**config.mk**
```make
export PLATFORM = sky130hd
export DESIGN_NAME = aes_round_sequencer
export DESIGN_NICKNAME = d
export VERILOG_FILES = /design/src/rtl/aes_round_sequencer.sv
export SDC_FILE = /design/constraint.sdc
export NUM_CORES = 1
export LEC_CHECK = 0
export CORE_AREA = 2 2 302 304
export DETAILED_ROUTE_END_ITERATION = 8
export DIE_AREA = 0 0 304 306
export PLACE_DENSITY_LB_ADDON = 0.2
export SYNTH_ARGS = -nofsm -noshare
export SYNTH_HDL_FRONTEND = slang
export SYNTH_SLANG_ARGS = --single-unit
```
**constraint.sdc**
```tcl
create_clock -name clk -period 1.55 [get_ports clk]
set_input_delay 0.3875 -clock clk [delete_from_list [all_inputs] [get_ports clk]]
set_output_delay 0.3875 -clock clk [all_outputs]
set_load 0.005 [all_outputs]
```
**src/rtl/aes_round_sequencer.sv**
```systemverilog
// Iterative AES-128 round controller: accepts one block, steps the shared round datapath
// through rounds 0..NR with keys fetched from storage, then hands back the ciphertext.
module aes_round_sequencer #(
    parameter int NR   = 10,
    parameter int KA_W = 4
) (
    input  logic            clk,
    input  logic            rst,
    input  logic            key_loaded,
    input  logic            in_valid,
    output logic            in_ready,
    input  logic [127:0]    in_data,
    output logic [KA_W-1:0] key_addr,
    input  logic [127:0]    key_data,
    output logic [127:0]    rf_state,
    output logic [127:0]    rf_key,
    output logic [1:0]      rf_mode,
    input  logic [127:0]    rf_result,
    output logic            out_valid,
    input  logic            out_ready,
    output logic [127:0]    out_data,
    output logic            busy
);

    typedef enum logic [1:0] {
        IDLE,
        FETCH,
        ROUND,
        DONE
    } state_t;

    localparam logic [KA_W-1:0] LAST_ROUND = KA_W'(NR);
    localparam logic [KA_W:0]   LAST_WIDE  = (KA_W+1)'(NR);

    state_t          fsm_q, fsm_d;
    logic [127:0]    stateReg_q, stateReg_d;
    logic [KA_W-1:0] round_q, round_d;
    logic [KA_W-1:0] keyAddr_q, keyAddr_d;
    logic [KA_W:0]   roundPlus2;

    always_ff @(posedge clk) begin
        if (rst) begin
            fsm_q      <= IDLE;
            stateReg_q <= '0;
            round_q    <= '0;
            keyAddr_q  <= '0;
        end else begin
            fsm_q      <= fsm_d;
            stateReg_q <= stateReg_d;
            round_q    <= round_d;
            keyAddr_q  <= keyAddr_d;
        end
    end

    // Key reads are issued two rounds ahead to cover the one-cycle storage latency,
    // clamped at the last key so the address never leaves the valid range.
    assign roundPlus2 = {1'b0, round_q} + (KA_W+1)'(2);

    always_comb begin
        fsm_d      = fsm_q;
        stateReg_d = stateReg_q;
        round_d    = round_q;
        keyAddr_d  = keyAddr_q;
        in_ready   = 1'b0;
        out_valid  = 1'b0;
        busy       = 1'b0;
        rf_mode    = 2'd0;
        case (fsm_q)
            IDLE: begin
                in_ready = key_loaded;
                if (in_valid && key_loaded) begin
                    stateReg_d = in_data;
                    keyAddr_d  = '0;
                    round_d    = '0;
                    fsm_d      = FETCH;
                end
            end
            FETCH: begin
                busy      = 1'b1;
                keyAddr_d = KA_W'(1);
                fsm_d     = ROUND;
            end
            ROUND: begin
                busy = 1'b1;
                if (round_q == '0) begin
                    rf_mode = 2'd0;
                end else if (round_q == LAST_ROUND) begin
                    rf_mode = 2'd2;
                end else begin
                    rf_mode = 2'd1;
                end
                stateReg_d = rf_result;
                keyAddr_d  = (roundPlus2 > LAST_WIDE) ? LAST_ROUND : roundPlus2[KA_W-1:0];
                round_d    = round_q + KA_W'(1);
                if (round_q == LAST_ROUND) begin
                    fsm_d = DONE;
                end
            end
            DONE: begin
                out_valid = 1'b1;
                if (out_ready) begin
                    fsm_d = IDLE;
                end
            end
            default: fsm_d = IDLE;
        endcase
    end

    assign key_addr = keyAddr_q;
    assign rf_state = stateReg_q;
    assign rf_key   = key_data;
    assign out_data = stateReg_q;

endmodule

```
Word-level counts from Yosys, hierarchy flattened. Index checks and enable logic that the tools add are counted.

Equal/unequal tests: 7. Magnitude comparators: 1. Muxes and demuxes: 16. Reductions and logical operators: 9. Add/subtract/negate cells: 2.

Operators by type and width (number): $pmux W128 S2 (1); $mux W128 (1); $mux W2 (6); $pmux W4 S3 (1); $mux W4 (2); $pmux W2 S4 (1); $pmux W4 S2 (1); $ne A2 B2 Y1 const B (3); $add A4 B2 Y5 const B (1); $gt A5 B4 Y1 const B (1); $add A4 B1 Y4 const B (1); $eq A2 B2 Y1 const B (2); $eq A4 B4 Y1 const B (1); $logic_not A4 Y1 (1); $reduce_and A2 Y1 (2); $mux W1 (3); $reduce_and A3 Y1 (1); $reduce_bool A3 Y1 (1); $eq A2 B1 Y1 const B (1); $logic_not A2 Y1 (1); $reduce_bool A2 Y1 (1); $reduce_or A2 Y1 (1); $logic_and A1 B1 Y1 (1).

Register bits after elaboration: 138. Input bits: 389. Output and inout bits: 393. Logic and storage cells: 39.

Depth between registers and ports, before layout.
Word-level depth: 4. Mapped depth: 9. Gate-level depth less buffers: 6.

Worst setup path after synthesis. OpenSTA, ideal clock, no wires.

Kind: reg2out. Start: register fsm_q[0]. End: output rf_mode[0]. Path slack: -157 ps. Data required time: 1162 ps. Buffers on the path: 3. Data arrival time: 1320 ps. Cell stages (with the launch flop): 8. Path through: dfxtp_1 > inv_1 > ha_1 > buf_4 > buf_2 > buf_2 > nand2_1 > a21oi_1.

Longest elaborated chain between the ends: 2.

RTL lines: start, declared (RTL line 35) `state_t fsm_q, fsm_d;`; start signal, assigned (RTL line 48) `fsm_q <= fsm_d;`; $eq A2 B2 Y1 (RTL line 68) `case (fsm_q)`; $mux W2 (RTL line 68); end, declared (RTL line 17) `output logic [1:0] rf_mode,`.

No other way between the ends.

Worst setup path in the final report.
Start: register round_q[0]. End: output rf_mode[0].

Longest elaborated chain between the ends: 4.

RTL lines: start, declared (RTL line 37) `logic [KA_W-1:0] round_q, round_d;`; start signal, assigned (RTL line 50) `round_q <= round_d;`; $eq A4 B4 Y1 (RTL line 87) `end else if (round_q == LAST_ROUND) begin`; $mux W2 (RTL line 87); $mux W2 * (RTL line 85) `if (round_q == '0) begin`; $mux W2 * (RTL line 68).

Mark *: on every way between the ends. The rest lies on a longest branch, timed or not.

==> results.cfg <==
[run_status]
status = finished, violations left
violations = negative setup slack

[synthesis]
ys.flop_type = dfxtp_1
syn_area_um2 = 8130
avgSynthCellArea_um2 = 9.00
postSynthCellCount = 904
muxShareOfSynthArea = 0.159
yosys_register_bits = 138
syn_nets = 1303
synthXorXnorAreaFrac = 0
synth-edff-count = 0
synth_top_family_by_area = buffers and inverters
yosysUniqueCellTypes = 33
yosysWarnings = 0
async_flop_share = 0
yosysSeqAreaShare = 0.340
synth-simple-area-share = 0.0771
synth_compound_area_frac = 0.136
synth_fa_ha_area_frac = 0.0154

[sta]
finalSetupViolations = 136
finClkSkew_ns = 0.0182
hold_viol_final = 0
period_share = 1.17
rsz0062_at_grt = true
tightest_slew_ns = 0.628
slew_violations = 0
slew_headroom = 0.582
post-route-min-period_ns = 1.82
fmax_mhz = 549
final.setup.worst_slack_ns = -0.271

[setup_path]
required_ns = 1.16
path_delay_family = flip-flops
cp_data_arrival_time_ns = 1.43
cpPeakStageDelay_ns = 0.34
worstSetupStartpointType = register
slowest_stage = dfxtp_2
r2r_slack_ns = -0.24
path_buf_inv = 2
path_cells = inv_2 -> ha_4 -> nand3b_1 -> nand2_1 -> a21oi_2 -> buf_2
crit_type = reg -> out
cp_max_fo = 2
end_kind = output pin

[clock_tree]
cts_max_level = 4
clk_path_buf_depth = 2
clkSinkCount = 138
cts_buffers = 17
cts-root-buf = clkbuf_16
clk_pin_slew_ns = 0.07
worstSkewPairLatency_ns = 0.49
cts_tree = built
hold_buffers = 0

[floorplanning]
start_util = 0.0908
ioPinCount = 782
core_area_um2 = 89600
dieWidth_um = 304
rows = 110
die-area_um2 = 93000
die-height_um = 306

[global_route]
overflow = 0
antenna_found_initial = 6
track_usage = 0.0998
grt_max_degree = 72
grt_pass1_vias = 8334
grt_pass1_wl_um = 64600

[placed_design]
hpwl_um = 35300
io_buffers = 525
pre_cts_ws_ns = -0.487
post-place-cells = 2383
gp_congestion = 0.699
dpl_cell_area_um2 = 13600

[cells_and_area]
fillCellCount = 9939
syn_to_final_growth_pct = 105
finalInstanceArea_um2 = 16600
drive_gt1_frac = 0.537
layout.nets = 1740
final_cells = 2531

[worst_hold_path]
min-delay-path-class = in -> reg

[route]
dr_wl_met3_um = 4710
drc_errors = 0
wl_um = 48300
postRouteAntennaNets = 0
firstDrtPassIters = 4
num_vias = 8145
drt-initial-drc-count = 169
m1WireLength_um = 18300
routedWlPerCell_um = 19.1
maxUsedRoutingLayer = met5
via_per_inst = 3.22
route.met2.wl_um = 23800

[flow_run]
max-cap-violations = 0

[power_and_ir_drop]
p_leak_nw = 6.51
p_per_area_nw_per_um2 = 1570
finalPower_mw = 26.1
ir_worst_vdd_mv = 0.834
-- routing by layer --
layer  GRT usage  vias up
li1            -     3766
met1       0.106     3857
met2       0.171      427
met3      0.0482       91
met4      0.0385        4
met5           0        -
-- per-stage QoR --
stage,hold WS (ns),TNS [ns],util
after floorplan,0.466,-0.302,-
after global placement,0.457,-50.74,0.152
after detailed placement,0.467,-53.64,0.152
after CTS,0.143,-32.89,0.174
after global routing,0.180,-37.47,0.186
final,0.205,-23.72,0.186
-- where the power goes --
group / leakage [nW] / total (mW) / switching (mW) / internal (mW)
clock: 0.283 / 4.38 / 1.94 / 2.45
sequential: 1.19 / 5.95 / 1.02 / 4.93
combinational: 5.04 / 15.8 / 7.08 / 8.71
-- placed cells by master, fill, tap and decap left out, types with 50 or more instances in the layout --
master,instances
dfxtp_2,95
dlygate4sd2_1,125
buf_6,50
nor2_1,53
buf_2,53
a211oi_2,120
mux2i_1,107
clkdlybuf4s50_1,259
buf_4,114
nor2_2,55
-- cell type report --
cell class | instances | area, um2 | area share
diodes | 1 | 2.50 | 0.000150
clock buffers | 21 | 460 | 0.0277
multi-input cells | 445 | 4380 | 0.263
repair buffers | 733 | 7190 | 0.432
well taps | 1176 | 1470 | 0.0884
inverters | 6 | 30.0 | 0.00180
clock inverters | 11 | 121 | 0.00729
flip-flops and latches | 138 | 3000 | 0.180
-- state kept, by name (all words and copies together), names as in the netlist --
name and cells:
round_q 4, fsm_q 2, out_data 128, key_addr 4
-- path summary, 6_finish.rpt --
check         startpoint       endpoint  depth (start not counted)
max reg2reg     fsm_q[0]   out_data[27]                         10
min reg2reg  key_addr[1]    key_addr[1]                          1
min                  rst  out_data[110]                          2
max           round_q[0]     rf_mode[0]                          6
-- cells in the mapped netlist (4+ instances only) --
cell type	instances	share of area
ha_1	10	0.015
dfxtp_1	138	0.34
a21oi_1	7	0.0043
inv_1	5	0.0023
buf_1	4	0.0018
nand2_1	5	0.0023
a211oi_1	128	0.12
buf_2	36	0.022
clkbuf_1	17	0.0078
nor2_1	137	0.063
buf_4	258	0.24
mux2i_1	129	0.16
-- cell families after synthesis --
| logic type | Yosys count |
|---|---|
| AO/OA/AOI/OAI | 149 |
| adder cells (fa/ha/maj) | 10 |
| multiplexers | 129 |
| buffers and inverters | 321 |
| flip-flops | 138 |
| AND/OR/NAND/NOR | 157 |
-- repair_timing --
item | CTS | global route
resized for setup | 737 | 409
endpoints found under the setup margin | 399 | 180
hold endpoints to repair | 0 | 0
pin swaps | 65 | 101
buffers inserted | 91 | 28
cloned | 15 | 4
(Power assumes the default switching activity.)
